[src/rtl/decode_regfile_pkg.sv]
// Shared datapath definitions for the decode stage: word width, opcodes,
// mul/div func codes and bit positions inside the 16-bit control word.
package decode_regfile_pkg;

   localparam int WORD_W = 16;
   typedef logic [WORD_W-1:0] word_t;

   typedef enum logic [3:0] {
      OP_RTYPE = 4'b0000,
      OP_BEQ   = 4'b0100,
      OP_LW    = 4'b1000,
      OP_SW    = 4'b1011,
      OP_ADDI  = 4'b1100
   } opcode_e;

   localparam logic [3:0] FUNC_MUL = 4'b0001;
   localparam logic [3:0] FUNC_DIV = 4'b0010;
   localparam logic [3:0] ALU_ADD  = 4'b0000;
   localparam logic [3:0] ALU_SUB  = 4'b0010;

   localparam int CB_REGWRITE = 0;
   localparam int CB_MEMREAD  = 1;
   localparam int CB_MEMWRITE = 2;
   localparam int CB_ALUSRC   = 3;
   localparam int CB_ALUOP_LO = 4;
   localparam int CB_BRANCH   = 8;
   localparam int CB_WRITE15  = 9;
   localparam int CB_DEST_LO  = 12;

endpackage

[src/rtl/decode_regfile_if.sv]
// Decode-stage bus: IF/ID instruction in, writeback in, ID/EX operands,
// control word and stall out.
interface decode_regfile_if;
   import decode_regfile_pkg::*;

   word_t      ins;
   logic       val;
   logic       we;
   logic [3:0] wa;
   word_t      wd;
   logic       we15;
   word_t      wd15;
   word_t      od1;
   word_t      od2;
   word_t      od15;
   word_t      oc;
   logic       stl;

   modport master (output ins, val, we, wa, wd, we15, wd15,
                   input  od1, od2, od15, oc, stl);
   modport slave  (input  ins, val, we, wa, wd, we15, wd15,
                   output od1, od2, od15, oc, stl);
endinterface

[src/rtl/decode_regfile_regfile16.sv]
// 16x16 register file: two read ports, dedicated R15 read port, one write
// port plus the mul/div R15 port (which wins). Same-cycle forwarding when
// WB_BYPASS_EN is defined.
module regfile16
   import decode_regfile_pkg::*;
(
   input  logic       clk,
   input  logic       rst_n,
   input  logic [3:0] ra1,
   input  logic [3:0] ra2,
   input  logic       we,
   input  logic [3:0] wa,
   input  word_t      wd,
   input  logic       we15,
   input  word_t      wd15,
   output word_t      rd1,
   output word_t      rd2,
   output word_t      rd15
);

   word_t regs [16];

   // The general port yields to the R15 port when both target R15.
   always_ff @(posedge clk or negedge rst_n) begin
      if (!rst_n) begin
         for (int i = 0; i < 16; i++) regs[i] <= '0;
      end else begin
         if (we && !(we15 && wa == 4'd15)) regs[wa] <= wd;
         if (we15) regs[15] <= wd15;
      end
   end

   function automatic word_t read_port(input logic [3:0] a);
`ifdef WB_BYPASS_EN
      if (we15 && a == 4'd15) return wd15;
      if (we && wa == a) return wd;
`endif
      return regs[a];
   endfunction

   always_comb begin
      rd1  = read_port(ra1);
      rd2  = read_port(ra2);
      rd15 = read_port(4'd15);
   end

endmodule

[src/rtl/decode_regfile.sv]
// Instruction decode stage: control word decode, register reads and
// load-use stall. Optional macro WB_BYPASS_EN forwards same-cycle writeback.
module decode_regfile
   import decode_regfile_pkg::*;
(
   input  logic             clk,
   input  logic             rst_n,
   decode_regfile_if.slave  bus
);

   logic [3:0] op, rs1, rs2, fimm;
   logic [3:0] prev_rd;
   logic       prev_mr;
   logic       known_op;
   logic       alusrc;
   logic       hazard;
   word_t      ctrl;
   word_t      rd2;

   assign op   = bus.ins[15:12];
   assign rs1  = bus.ins[11:8];
   assign rs2  = bus.ins[7:4];
   assign fimm = bus.ins[3:0];

   always_comb begin
      ctrl     = '0;
      known_op = 1'b1;
      case (op)
         OP_RTYPE: begin
            ctrl[CB_REGWRITE]          = 1'b1;
            ctrl[CB_ALUOP_LO +: 4]     = fimm;
            ctrl[CB_WRITE15]           = (fimm == FUNC_MUL) || (fimm == FUNC_DIV);
         end
         OP_LW: begin
            ctrl[CB_REGWRITE] = 1'b1;
            ctrl[CB_MEMREAD]  = 1'b1;
            ctrl[CB_ALUSRC]   = 1'b1;
         end
         OP_SW: begin
            ctrl[CB_MEMWRITE] = 1'b1;
            ctrl[CB_ALUSRC]   = 1'b1;
         end
         OP_BEQ: begin
            ctrl[CB_BRANCH]        = 1'b1;
            ctrl[CB_ALUOP_LO +: 4] = ALU_SUB;
         end
         OP_ADDI: begin
            ctrl[CB_REGWRITE]      = 1'b1;
            ctrl[CB_ALUSRC]        = 1'b1;
            ctrl[CB_ALUOP_LO +: 4] = ALU_ADD;
         end
         default: known_op = 1'b0;
      endcase
      if (known_op) ctrl[CB_DEST_LO +: 4] = rs1;
   end

   // Immediate-operand instructions never depend on the op2 register.
   assign alusrc  = ctrl[CB_ALUSRC];
   assign hazard  = bus.val && prev_mr && ((prev_rd == rs1) || (!alusrc && prev_rd == rs2));
   assign bus.oc  = (bus.val && !hazard) ? ctrl : '0;
   assign bus.stl = hazard;
   assign bus.od2 = alusrc ? {{(WORD_W-4){1'b0}}, fimm} : rd2;

   // History follows what was actually issued, so a bubble clears MemRead.
   always_ff @(posedge clk or negedge rst_n) begin
      if (!rst_n) begin
         prev_rd <= '0;
         prev_mr <= 1'b0;
      end else begin
         prev_rd <= bus.oc[CB_DEST_LO +: 4];
         prev_mr <= bus.oc[CB_MEMREAD];
      end
   end

   regfile16 u_regfile (
      .clk  (clk),
      .rst_n(rst_n),
      .ra1  (rs1),
      .ra2  (rs2),
      .we   (bus.we),
      .wa   (bus.wa),
      .wd   (bus.wd),
      .we15 (bus.we15),
      .wd15 (bus.wd15),
      .rd1  (bus.od1),
      .rd2  (rd2),
      .rd15 (bus.od15)
   );

endmodule

[src/flat_wrapper.sv]
// flat-port wrapper written by rule: the top's interface ports become plain ports
module decode_regfile_flat import decode_regfile_pkg::*;
  (clk, rst_n, bus_ins, bus_val, bus_we, bus_wa, bus_wd, bus_we15, bus_wd15, bus_od1, bus_od2, bus_od15, bus_oc, bus_stl);
  decode_regfile_if bus_i ();
  input  logic clk;
  input  logic rst_n;
  input wire logic [$bits(bus_i.ins)-1:0] bus_ins;
  input wire logic [$bits(bus_i.val)-1:0] bus_val;
  input wire logic [$bits(bus_i.we)-1:0] bus_we;
  input wire logic [$bits(bus_i.wa)-1:0] bus_wa;
  input wire logic [$bits(bus_i.wd)-1:0] bus_wd;
  input wire logic [$bits(bus_i.we15)-1:0] bus_we15;
  input wire logic [$bits(bus_i.wd15)-1:0] bus_wd15;
  output wire logic [$bits(bus_i.od1)-1:0] bus_od1;
  output wire logic [$bits(bus_i.od2)-1:0] bus_od2;
  output wire logic [$bits(bus_i.od15)-1:0] bus_od15;
  output wire logic [$bits(bus_i.oc)-1:0] bus_oc;
  output wire logic [$bits(bus_i.stl)-1:0] bus_stl;
  assign bus_i.ins = bus_ins;
  assign bus_i.val = bus_val;
  assign bus_i.we = bus_we;
  assign bus_i.wa = bus_wa;
  assign bus_i.wd = bus_wd;
  assign bus_i.we15 = bus_we15;
  assign bus_i.wd15 = bus_wd15;
  assign bus_od1 = bus_i.od1;
  assign bus_od2 = bus_i.od2;
  assign bus_od15 = bus_i.od15;
  assign bus_oc = bus_i.oc;
  assign bus_stl = bus_i.stl;
  decode_regfile u_core (.clk(clk), .rst_n(rst_n), .bus(bus_i));
endmodule
[config.mk]
export PLATFORM = sky130hd
export DESIGN_NAME = decode_regfile_flat
export DESIGN_NICKNAME = d
export VERILOG_FILES = /design/src/rtl/decode_regfile_pkg.sv /design/src/rtl/decode_regfile_if.sv /design/src/rtl/decode_regfile_regfile16.sv /design/src/rtl/decode_regfile.sv /design/src/flat_wrapper.sv
export SDC_FILE = /design/constraint.sdc
export NUM_CORES = 1
export LEC_CHECK = 0
export CORE_UTILIZATION = 55
export DETAILED_ROUTE_END_ITERATION = 8
export PLACE_DENSITY = 0.76
export RECOVER_POWER = 100
export SLEW_MARGIN = 15
export SYNTH_ARGS = -nofsm -noshare
export SYNTH_HDL_FRONTEND = slang
export SYNTH_SLANG_ARGS = --single-unit
[constraint.sdc]
create_clock -name clk -period 4.55 [get_ports clk]
set_clock_uncertainty 0.05 [all_clocks]
set_input_delay 0.91 -clock clk [delete_from_list [all_inputs] [get_ports clk]]
set_output_delay 0.91 -clock clk [all_outputs]
set_load 0.02 [all_outputs]
After elaboration in Yosys (flattened, before gate mapping)
Index checks and enable logic that the tools add are counted.

Bits in registers: 261.

$lt $le $gt $ge: 4. Equal/unequal tests: 9. Multiplexer cells: 22. Bitwise gates (word level): 3. Reduce and logical (&&, ||, !) cells: 17.

Operator list (number): 256-bit bitwise mux (1); 16-bit two-way mux (9); 16-bit binary-select mux with 4-bit select (2); 16-bit demux with 4-bit select (1); 4-bit == test, second input constant (4); 5-bit greater-or-equal comparator, second input constant (3); 4-bit inverter with 5-bit output (3); 4-bit == test (2); 4-bit one-hot mux with 2 select lines (1); 1-bit logical AND (7); 1-bit two-way mux (7); 3-bit OR reduction (2); 5-bit by 1-bit less-than comparator with 1-bit output, second input constant (1); 5-bit OR reduction (1); 4-bit by 1-bit == test with 1-bit output, second input constant (1); 4-bit by 2-bit == test with 1-bit output, second input constant (1); 4-bit by 3-bit == test with 1-bit output, second input constant (1); 4-bit logical NOT (1); 4-bit two-way mux (1); 1-bit logical NOT (3); 1-bit logical OR (2); 2-bit nonzero test (1).

Logic depth before layout (Yosys ltp)
Depth in word-level cells: 10. Depth in mapped cells: 7. Gate-level depth less buffers: 5.

Hierarchy
A second synthesis with hierarchy kept.

Cell total of the unflattened synthesis: 1002. Area total of the unflattened synthesis: 14461.4 um^2.

Modules (own cells, without submodules): regfile16 (instances 1, cells an instance 925, area each 13834.5 um^2); decode_regfile (instances 1, cells an instance 77, area each 626.9 um^2).

Worst setup path after synthesis
Ideal clock, no wire load.

Path kind: input to output. Start: in bus_ins[4]. End: out bus_oc[1]. Arrival: 2434 ps. Slack: 1156 ps. Cell stages on the path: 6. Path buffers: 1. Cell sequence: buf_2 -> xor2_1 -> nor4_1 -> a21oi_1 -> o21ai_1 -> nor4b_1.

Longest elaborated chain between the ends: 7.

RTL lines: start, declared (line flat_wrapper.sv:7) `input wire logic [$bits(bus_i.ins)-1:0] bus_ins;`; 4-bit == test (line decode_regfile.sv:59) `assign hazard = bus.val && prev_mr && ((prev_rd == rs1) || (!alusrc && prev_rd == rs2));`; 1-bit logical AND (line decode_regfile.sv:59); 1-bit logical OR (line decode_regfile.sv:59); 1-bit logical AND (line decode_regfile.sv:59); 1-bit logical NOT (line decode_regfile.sv:60) `assign bus.oc = (bus.val && !hazard) ? ctrl : '0;`; 1-bit logical AND (line decode_regfile.sv:60); 16-bit two-way mux (line decode_regfile.sv:60); end, declared (line flat_wrapper.sv:17) `output wire logic [$bits(bus_i.oc)-1:0] bus_oc;`.

No other way between the ends.

Worst setup path in the final report
Start: in bus_ins[4]. End: out bus_od2[9].

Longest elaborated chain between the ends: 5.

RTL lines: 4-bit inverter with 5-bit output (not written as such) (line decode_regfile_regfile16.sv:38) `return regs[a];`; 16-bit binary-select mux with 4-bit select (line decode_regfile_regfile16.sv:38); 16-bit two-way mux (not written as such) (2 in series) (line decode_regfile_regfile16.sv:38); 16-bit two-way mux (line decode_regfile.sv:62) `assign bus.od2 = alusrc ? {{(WORD_W-4){1'b0}}, fimm} : rd2;`; end, declared (line flat_wrapper.sv:15) `output wire logic [$bits(bus_i.od2)-1:0] bus_od2;`.

No other way between the ends. The select of a mux whose other input is x is not followed.

==> results.txt <==
----------------------------------------------------
[Clock tree]
  Number of buffers added by the clock tree synthesis step ... 29
  Bufs on Longest Clock Path ... 3
  Clock latency on the worst-skew pair ... 0.54 ns
  Number of buffers added to fix hold violations after cts ... 0
  Reg clk slew, reported paths ... 0.05 ns
  CTS Root Cell ... sky130_fd_sc_hd__clkbuf_16
  CTS tree ... yes
  Number of sinks driven by the clock tree ... 261
  Level count of the clock H-tree ... 1
  Cells resized by post-CTS repair ... 0
  Setup Buffers After CTS ... 0

[Synth]
  Post-synthesis cell type count ... 42
  Share of synthesized flip-flops with an asynchronous set or reset ... 1.00
  Number of warning messages in the yosys log ... 0
  Number of standard cells after synthesis ... 924
  Area of the mapped netlist ... 14400 um^2
  Sequential share of the synthesized area ... 0.455
  Area share of the leading cell type in the synthesized netlist ... 0.455
  Leading register cell type out of synthesis ... sky130_fd_sc_hd__dfrtp_1
  Most frequent cell after synthesis ... sky130_fd_sc_hd__dfrtp_1
  Most frequent cells after synthesis ... sky130_fd_sc_hd__dfrtp_1 (261), sky130_fd_sc_hd__mux2_2 (169), sky130_fd_sc_hd__mux4_2 (118)
  Post-synthesis sequential element count ... 261
  Avg Inst Size Synth ... 15.5 um^2
  Count of flip-flops with a built-in enable after synthesis ... 0
  Largest area contributor in the synthesized netlist ... sky130_fd_sc_hd__dfrtp_1
  Largest cells by area after synthesis ... sky130_fd_sc_hd__dfrtp_1 (45%), sky130_fd_sc_hd__mux4_2 (19%), sky130_fd_sc_hd__mux2_2 (13%), sky130_fd_sc_hd__mux2_1 (5.9%), sky130_fd_sc_hd__mux4_1 (4.6%)

[STA]
  Number of slew-limit violations in the final report ... 131
  Number of failing setup endpoints in the final timing report ... 0
  Final period demand of the worst path ... 4.33 ns
  Post-route worst setup slack ... 0.219 ns
  Share of the clock period used by the worst path ... 0.952
  Unrepaired setup endpoints after global routing ... false
  Slew at the pin with the worst max-slew slack ... 3.21 ns
  Setup tns final ... 0 ns
  Maximum achievable frequency ... 231 MHz
  Worst hold slack across all endpoints ... 0.455 ns
  Number of failing hold endpoints at the final stage ... 0
  Relative slew slack ... -1.14

[Power and ir drop]
  Clock share of power ... 0.306
  Internal Power ... 5.23 mW
  Power density over the cells ... 440 nW/um^2
  Switching pwr ... 2.07 mW
  Fraction of power consumed by sequential logic ... 0.442
  Combinational power share ... 0.252
  Switching share of power ... 0.283
  Lkg Pwr ... 6.89 nW
  Largest vdd supply drop ... 0.284 mV

[Drt]
  Vias per inst ... 6.56
  Initial DRC count ... 734
  Remaining antenna violation count after routing ... 0
  Routed via count ... 8969
  Detailed-routing iteration count for the pre-antenna-repair pass ... 5
  Number of design rule violations left after detail routing ... 0
  Avg WL per Cell ... 27.0 um
  Total Routed Length ... 37000 um

[Global route]
  All-layer global routing usage ... 0.294
  Pin count of the biggest net entering global routing ... 131
  Number of antenna violations at the first check in global routing ... 0
  Number of global-route vias before repair ... 9452
  Total gr overflow ... 0
  Wire length of the first global-routing pass ... 58200 um

[Critical path]
  Critical path capture point ... bus_od2[9]
  Required time at the worst-slack endpoint ... 3.59 ns
  Worst setup startpoint ... bus_ins[4]
  Register-to-register setup slack ... 2.71 ns
  Crit path capture type ... output pin
  Type of the setup path with the least slack ... primary input to output pin
  Critical Path Source Type ... primary input
  Worst reg-to-reg path cell count ... 6
  Startpoint of the worst register-to-register path ... u_core.prev_rd[3]
  Crit-path cells ... clkbuf_2 -> buf_4 -> mux4_2 -> mux2i_1 -> o22ai_1 -> clkdlybuf4s50_1
  CP max stage cell ... sky130_fd_sc_hd__clkdlybuf4s50_1
  R2r endpoint ... u_core.prev_rd[3]
  Highest net fanout along the worst path ... 18
  Max stage delay on crit path ... 0.55 ns
  Critical Path AT ... 3.37 ns

[Flow run]
  # Max-Cap Violations ... 2

[Placement]
  Last weighted congestion value of the routability-driven placer ... 0.872
  Placed Instance Area ... 15800 um^2
  Detailed placement HPWL ... 24000 um
  Cell count after placement ... 1315
  Worst slack after detailed placement ... 0.399 ns
  Count of input and output buffers ... 119

[Outcome]
  Violations in the final reports ... capacitance limit, slew limit
  Outcome ... finished with violations

[Finish]
  Area occupied by multi-input gates ... 7210 um^2
  Growth of design area from synthesis to finish ... 15.5%
  Filler cells ... 1886
  Antenna Diode Count ... 0
  Final non-filler cell area ... 16600 um^2
  Post-layout nets ... 1073
  Share of layout cells above drive strength 1 ... 0.359
  Finished Layout Cells ... 1368
  FF+latch area ... 6530 um^2

[Floorplan]
  FP Rows ... 58
  Number of top-level design ports ... 122
  Core Footprint ... 25400 um^2
  DIE HEIGHT ... 164 um
  Width of the die ... 164 um
  Floorplan die area ... 26800 um^2
  Initial Util ... 0.565

[Hold path]
  Min-Delay Path Class ... flop to flop

----------------------------------------------------
-- area by class of cell --
cell class,instances,area share
multi-input combinational,559,0.435
sequential,261,0.394
timing repair buffer,161,0.0910
clock buffer,39,0.0478
tap,330,0.0249
clock inverter,14,0.00671
inverter,4,0.000905
-- per-layer routing --
layer  up-vias  GRT usage  wire [um]
met2       372      0.470      18000
met3        69     0.0561       2650
met4         0     0.0825       1020
met5         -          0          0
met1      4779      0.414      15300
li1       3749          -          -
-- stage by stage --
step | power (mW) | utilization
floorplan | 4.45 | -
global placement | 5.04 | 0.622
detailed placement | 5.12 | 0.622
CTS | 7.35 | 0.657
global route | 7.61 | 0.653
finish | 7.30 | 0.653
-- critical path, delay by kind of cell --
family	cells	cell delay (ns)
muxes	2	0.80
buffers and inverters	3	1.50
AOI/OAI and AO/OA	1	0.13
-- cell usage in the layout, fill, tap and decap left out, types with 8 or more instances in the layout --
cell	n
sky130_fd_sc_hd__nor2_1	20
sky130_fd_sc_hd__mux2i_1	41
sky130_fd_sc_hd__clkbuf_16	29
sky130_fd_sc_hd__mux4_2	118
sky130_fd_sc_hd__mux2_2	169
sky130_fd_sc_hd__o22ai_1	16
sky130_fd_sc_hd__mux4_1	25
sky130_fd_sc_hd__dfrtp_1	261
sky130_fd_sc_hd__clkdlybuf4s50_1	69
sky130_fd_sc_hd__clkbuf_1	21
sky130_fd_sc_hd__nand2_1	25
sky130_fd_sc_hd__dlygate4sd3_1	44
sky130_fd_sc_hd__o21ai_0	15
sky130_fd_sc_hd__xor2_1	8
sky130_fd_sc_hd__mux2_1	75
sky130_fd_sc_hd__buf_4	19
-- flip-flops by register name (all words and copies together), names as in the netlist --
signal	flops
u_core.u_regfile.regs	240
u_core.prev_mr	1
u_core.u_regfile.rd15	16
u_core.prev_rd	4
-- cells by family (layout without fill, tap and decap cells) --
logic type	Yosys count	in the layout	synth area share
XOR/XNOR	9	9	0.00549
flip-flops	261	261	0.455
other	1	2	0.000261
multiplexers	429	429	0.452
AND/OR/NAND/NOR	79	79	0.0276
buffers and inverters	105	218	0.0431
AO/OA/AOI/OAI	40	40	0.0162
-- power by group through the flow --
stage               logic, mW  registers [mW]  clock network [mW]
detailed placement       1.87            3.25                   0
floorplan                1.35            3.10                   0
global route             1.96            3.29                2.36
CTS                      1.88            3.21                2.26
finish                   1.84            3.23                2.23
global placement         1.83            3.21                   0
-- worst min-delay path by stage --
stage	startpoint	to	slack [ns]	cells after the start
6_report	u_core.u_regfile.regs[197]	u_core.u_regfile.regs[197]	0.46	1
5_1_grt	u_core.u_regfile.regs[193]	u_core.u_regfile.regs[193]	0.48	1
4_1_cts	u_core.u_regfile.regs[197]	u_core.u_regfile.regs[197]	0.46	1
3_5_place_dp	u_core.u_regfile.regs[197]	u_core.u_regfile.regs[197]	0.44	1
3_3_place_gp	u_core.u_regfile.regs[202]	u_core.u_regfile.regs[202]	0.43	1
2_1_floorplan	u_core.u_regfile.regs[198]	u_core.u_regfile.regs[198]	0.42	1
Note: power is estimated with default switching activity, not from simulation.
